===== config.mk =====
export PLATFORM = sky130hd
export DESIGN_NAME = bcd_countdown_timer
export DESIGN_NICKNAME = d
export VERILOG_FILES = /design/src/rtl/microwave_pkg.sv /design/src/rtl/bcd_digit_down.sv /design/src/rtl/bcd_countdown_timer.sv
export SDC_FILE = /design/constraint.sdc
export NUM_CORES = 1
export LEC_CHECK = 0
export ABC_AREA = 1
export ABC_CLOCK_PERIOD_IN_PS = 1400
export CELL_PAD_IN_SITES_DETAIL_PLACEMENT = 0
export CELL_PAD_IN_SITES_GLOBAL_PLACEMENT = 1
export CORE_ASPECT_RATIO = 1.5
export CORE_UTILIZATION = 34
export CTS_CLUSTER_DIAMETER = 30
export DETAILED_ROUTE_END_ITERATION = 8
export GPL_TIMING_DRIVEN = 0
export MAX_ROUTING_LAYER = met4
export PLACE_DENSITY_LB_ADDON = 0.1
export SYNTH_ARGS = -nofsm -noshare
export SYNTH_HDL_FRONTEND = slang
export SYNTH_SLANG_ARGS = --single-unit

===== constraint.sdc =====
create_clock -name clk -period 1.4 [get_ports clk]
set_input_delay 0.28 -clock clk [delete_from_list [all_inputs] [get_ports clk]]
set_output_delay 0.28 -clock clk [all_outputs]
set_load 0.03 [all_outputs]

===== src/rtl/microwave_pkg.sv =====
// Shared definitions for the microwave timer datapath: BCD nibble width and
// per-digit modulus rules for plain decimal or MM:SS counting.
package microwave_pkg;

  localparam int BCD_W = 4;

  // Tens-of-seconds (digit 1) and tens-of-hours-style digit 5 count mod 6 in MM:SS mode.
  function automatic int digit_mod(input int i, input bit mmss);
    return (mmss && (i == 1 || i == 5)) ? 6 : 10;
  endfunction

  // Largest representable value, e.g. 16'h9959 for four MM:SS digits.
  function automatic logic [31:0] max_value(input int n, input bit mmss);
    logic [31:0] v;
    v = '0;
    for (int k = 0; k < 8; k++) begin
      if (k < n) v[k*BCD_W +: BCD_W] = BCD_W'(digit_mod(k, mmss) - 1);
    end
    return v;
  endfunction

endpackage


===== src/rtl/bcd_digit_down.sv =====
// One BCD down-counting decade cell with configurable modulus; clamps
// out-of-range load values and wraps 0 -> MOD-1 when stepped.
module bcd_digit_down
  import microwave_pkg::*;
#(
  parameter int MOD = 10
) (
  input  logic             clk,
  input  logic             clrn,
  input  logic             load,
  input  logic [BCD_W-1:0] d,
  input  logic             step,
  output logic [BCD_W-1:0] q,
  output logic             is_zero
);

  localparam logic [BCD_W-1:0] TOP = BCD_W'(MOD - 1);

  logic [BCD_W-1:0] q_reg;
  logic [BCD_W-1:0] q_next;
  logic [BCD_W-1:0] d_clamped;

  always_comb begin
    d_clamped = (d > TOP) ? TOP : d;
    q_next    = q_reg;
    if (load) begin
      q_next = d_clamped;
    end else if (step) begin
      q_next = (q_reg == '0) ? TOP : q_reg - BCD_W'(1);
    end
  end

  always_ff @(posedge clk or negedge clrn) begin
    if (!clrn) begin
      q_reg <= '0;
    end else begin
      q_reg <= q_next;
    end
  end

  assign q       = q_reg;
  assign is_zero = (q_reg == '0);

endmodule


===== src/rtl/bcd_countdown_timer.sv =====
// Multi-digit BCD countdown: ripple-borrow chain of decade cells plus
// registered zero flag, one-cycle done pulse and combinational terminal count.
module bcd_countdown_timer
  import microwave_pkg::*;
#(
  parameter int DIGITS       = 4,
  parameter bit MMSS_MODE    = 1'b1,
  parameter bit STOP_AT_ZERO = 1'b1
) (
  input  logic                    clk,
  input  logic                    clrn,
  input  logic [BCD_W*DIGITS-1:0] data,
  input  logic                    loadn,
  input  logic                    en,
  output logic [BCD_W*DIGITS-1:0] digits,
  output logic                    zero,
  output logic                    tc,
  output logic                    done
);

  logic [DIGITS-1:0] is_zero;
  logic [DIGITS-1:0] step;
  logic all_zero;
  logic one_left;
  logic count_en;
  logic data_zero;
  logic zero_reg, zero_next;
  logic done_reg, done_next;

  assign all_zero  = &is_zero;
  assign one_left  = (digits[BCD_W-1:0] == BCD_W'(1)) && (&is_zero[DIGITS-1:1]);
  assign data_zero = (data == '0);
  // Holding at zero is done by suppressing the borrow chain entirely.
  assign count_en  = en && loadn && !(STOP_AT_ZERO && all_zero);

  generate
    for (genvar gi = 0; gi < DIGITS; gi++) begin : g_digit
      if (gi == 0) begin : g_lsd
        assign step[gi] = count_en;
      end else begin : g_upper
        assign step[gi] = count_en && (&is_zero[gi-1:0]);
      end

      bcd_digit_down #(
        .MOD(digit_mod(gi, MMSS_MODE))
      ) u_digit (
        .clk    (clk),
        .clrn   (clrn),
        .load   (~loadn),
        .d      (data[gi*BCD_W +: BCD_W]),
        .step   (step[gi]),
        .q      (digits[gi*BCD_W +: BCD_W]),
        .is_zero(is_zero[gi])
      );
    end
  endgenerate

  // Clamping preserves zero only for an all-zero load word.
  always_comb begin
    zero_next = zero_reg;
    done_next = 1'b0;
    if (!loadn) begin
      zero_next = data_zero;
    end else if (en) begin
      if (all_zero) begin
        zero_next = STOP_AT_ZERO;
      end else begin
        zero_next = one_left;
        done_next = one_left;
      end
    end
  end

  always_ff @(posedge clk or negedge clrn) begin
    if (!clrn) begin
      zero_reg <= 1'b1;
      done_reg <= 1'b0;
    end else begin
      zero_reg <= zero_next;
      done_reg <= done_next;
    end
  end

  assign zero = zero_reg;
  assign done = done_reg;
  assign tc   = en & zero_reg & loadn;

endmodule


==> results.toml <==
[clock_network]
cts.sinks = 18
htree_levels = 1
path_clk_slew_ns = 0.07
numCtsBuffers = 3
root_buffer = "clkbuf_8"
cts_hold_buffers = 0
cts_tree = "done"
cts_buffer_depth = 2
insertion_delay_ns = 0.26

[global_routing]
overflow = 0
grt_pass1_vias = 1358
grt_start_max_net_pins = 19
grt_usage = 0.190
grt_pass1_wl_mm = 6.11
antenna_found_initial = 0

[logic_synthesis]
syn_avg_cell_area_um2 = 7.70
synth-seq-cells = 18
postSynthCellCount = 186
synth_cell_types = 31
synth_nets = 206
syn_area_mm2 = 0.00143
yosysWarnings = 0
yosysSeqAreaShare = 0.316

[final_layout]
area_growth_syn_to_layout_pct = 37.5
layout.nets = 252
n_antenna_cell = 0
drive_gt1_frac = 0.299
final_core_util = 0.493
regArea_um2 = 464
fill_cells = 408
multi_input_comb_area_um2 = 923
layout_common_cells = "nand2_1 (48), nor2_1 (21), nand3_1 (19)"
largest_register_ffs = 16
final_common_cell = "nand2_1"

[sta]
finalSetupViolCount = 0
post-route-period-util = 0.982
finalCriticalPeriod_ns = 1.37
maxSlewViolCount = 0
slew_headroom = 0.406
fmax_mhz = 727
finClkSkew_ns = 0.00452
rsz0062_at_grt = "true"
tns_ns = 0
worst_pin_slew_ns = 0.888
finalHoldViolations = 0

[setup_path]
cp_data_required_time_ns = 1.12
slowest_stage = "dfrtp_2"
crit_path_max_incr_delay_ns = 0.42
crit_chain = "dlygate4sd2_1"
crit_path_start = "g_digit[1].u_digit.q[0]"
rr_startpoint = "g_digit[1].u_digit.q[0]"
start_kind = "flip-flop"
cp_max_fo = 5
critPathCaptureType = "primary output"
crit_family = "flip-flops"
critical_path_class = "flip-flop to primary output"
critPathBufInv = 1
arrival_ns = 1.09

[min_path]
hold_start = "en"
hp-class = "input port to flip-flop"

[placement]
io_buffers = 37
place_congestion = 0.819
hpwl_mm = 2.83

[power]
ir_drop_mv = 0.666
p_per_area_mw_per_mm2 = 1060
finalPower_uw = 2090
p_leak_uw = 0.000951

[floorplanning]
start_util = 0.358
fp.dieH_um = 81.5
die_w_um = 55.0
rows = 28
die_area_mm2 = 0.00448
core_mm2 = 0.00399
ios = 39

[drt]
wl_per_cell_um = 13.4
drc = 0
vias = 1396
firstDrtPassIters = 4
dr.first_iter.drc_count = 34
via_per_inst = 5.06
wirelength_mm = 3.71
drtAntennaViolNets = 0

[job]
cap_violations = 0

[run_status]
status = "finished clean"
kinds of logic (layout without fill, tap and decap cells):
family / after synthesis / count (layout) / share of synthesized area
buffers and inverters: 17 / 62 / 0.0638
flip-flops: 18 / 18 / 0.316
AND/OR/NAND/NOR: 125 / 125 / 0.503
AO/OA/AOI/OAI: 22 / 22 / 0.0935
XOR/XNOR: 4 / 4 / 0.0245
Yosys cell counts (all sizes together):
master  count  area (µm²)
nand4       2        27.5
nor3        2        10.0
nand2      66         342
a21oi       4        20.0
xor2        4        35.0
buf         4        37.5
nand3      22         140
o211ai      1        7.51
dfrtp      17         425
o21ai      13        76.3
dfstp       1        26.3
inv        13        53.8
nand3b      1        7.51
a22oi       3        22.5
nor2       32         193
a211oi      1        7.51
timing repair:
| item | in CTS | in global routing |
|---|---|---|
| setup endpoints to repair | 31 | 25 |
| buffers inserted | 1 | 3 |
| pin swaps | 3 | 7 |
| gates resized for setup | 32 | 26 |
cell type report:
| cell class | count | share of cell area |
|---|---|---|
| Multi-Input combinational cell | 151 | 0.469 |
| Inverter | 13 | 0.0273 |
| Buffer | 4 | 0.0191 |
| Timing Repair Buffer | 41 | 0.192 |
| Tap cell | 45 | 0.0286 |
| Clock buffer | 4 | 0.0280 |
| Sequential cell | 18 | 0.236 |
per-layer routing:
metal  vias to the layer above  track usage  share of wire
li1                        696            -              -
met1                       665        0.227           0.44
met2                        31        0.335           0.52
met3                         4       0.0185          0.036
met4                         0       0.0375         0.0062
met5                         -            -              0
worst reg2reg max path, delay by kind of cell (launching register included):
family	cells	cell delay, ns
flops	1	0.45
simple gates	8	0.82
through the flow:
step | setup WS, ns | hold slack (ns) | instances | instance area, µm²
finish | 0.0253 | 0.335 | 276 | 1970
global route | -0.0507 | 0.376 | 276 | 1970
CTS | -0.0246 | 0.444 | 273 | 1920
detailed placement | -0.570 | 0.499 | 268 | 1870
global placement | -0.550 | 0.498 | 268 | 1870
floorplan | 0.00790 | -0.0156 | 186 | 1440
final timing paths:
path,to,slack [ns],cells past startpoint
max reg2reg,g_digit[1].u_digit.q[0],0.04,8
max,digits[4],0.03,1
min,zero,0.33,4
min reg2reg,zero,0.51,2
max in group asynchronous,g_digit[1].u_digit.q[0],0.27,1
min in group asynchronous,g_digit[0].u_digit.q[3],0.52,1
power by group:
part | leakage (µW) | internal (µW) | switching [µW]
logic | 0.000711 | 357 | 571
clock network | 0.0000288 | 250 | 187
registers | 0.000211 | 606 | 122
total | 0.000951 | 1210 | 879
No activity file was read; power rests on OpenSTA's default activity.
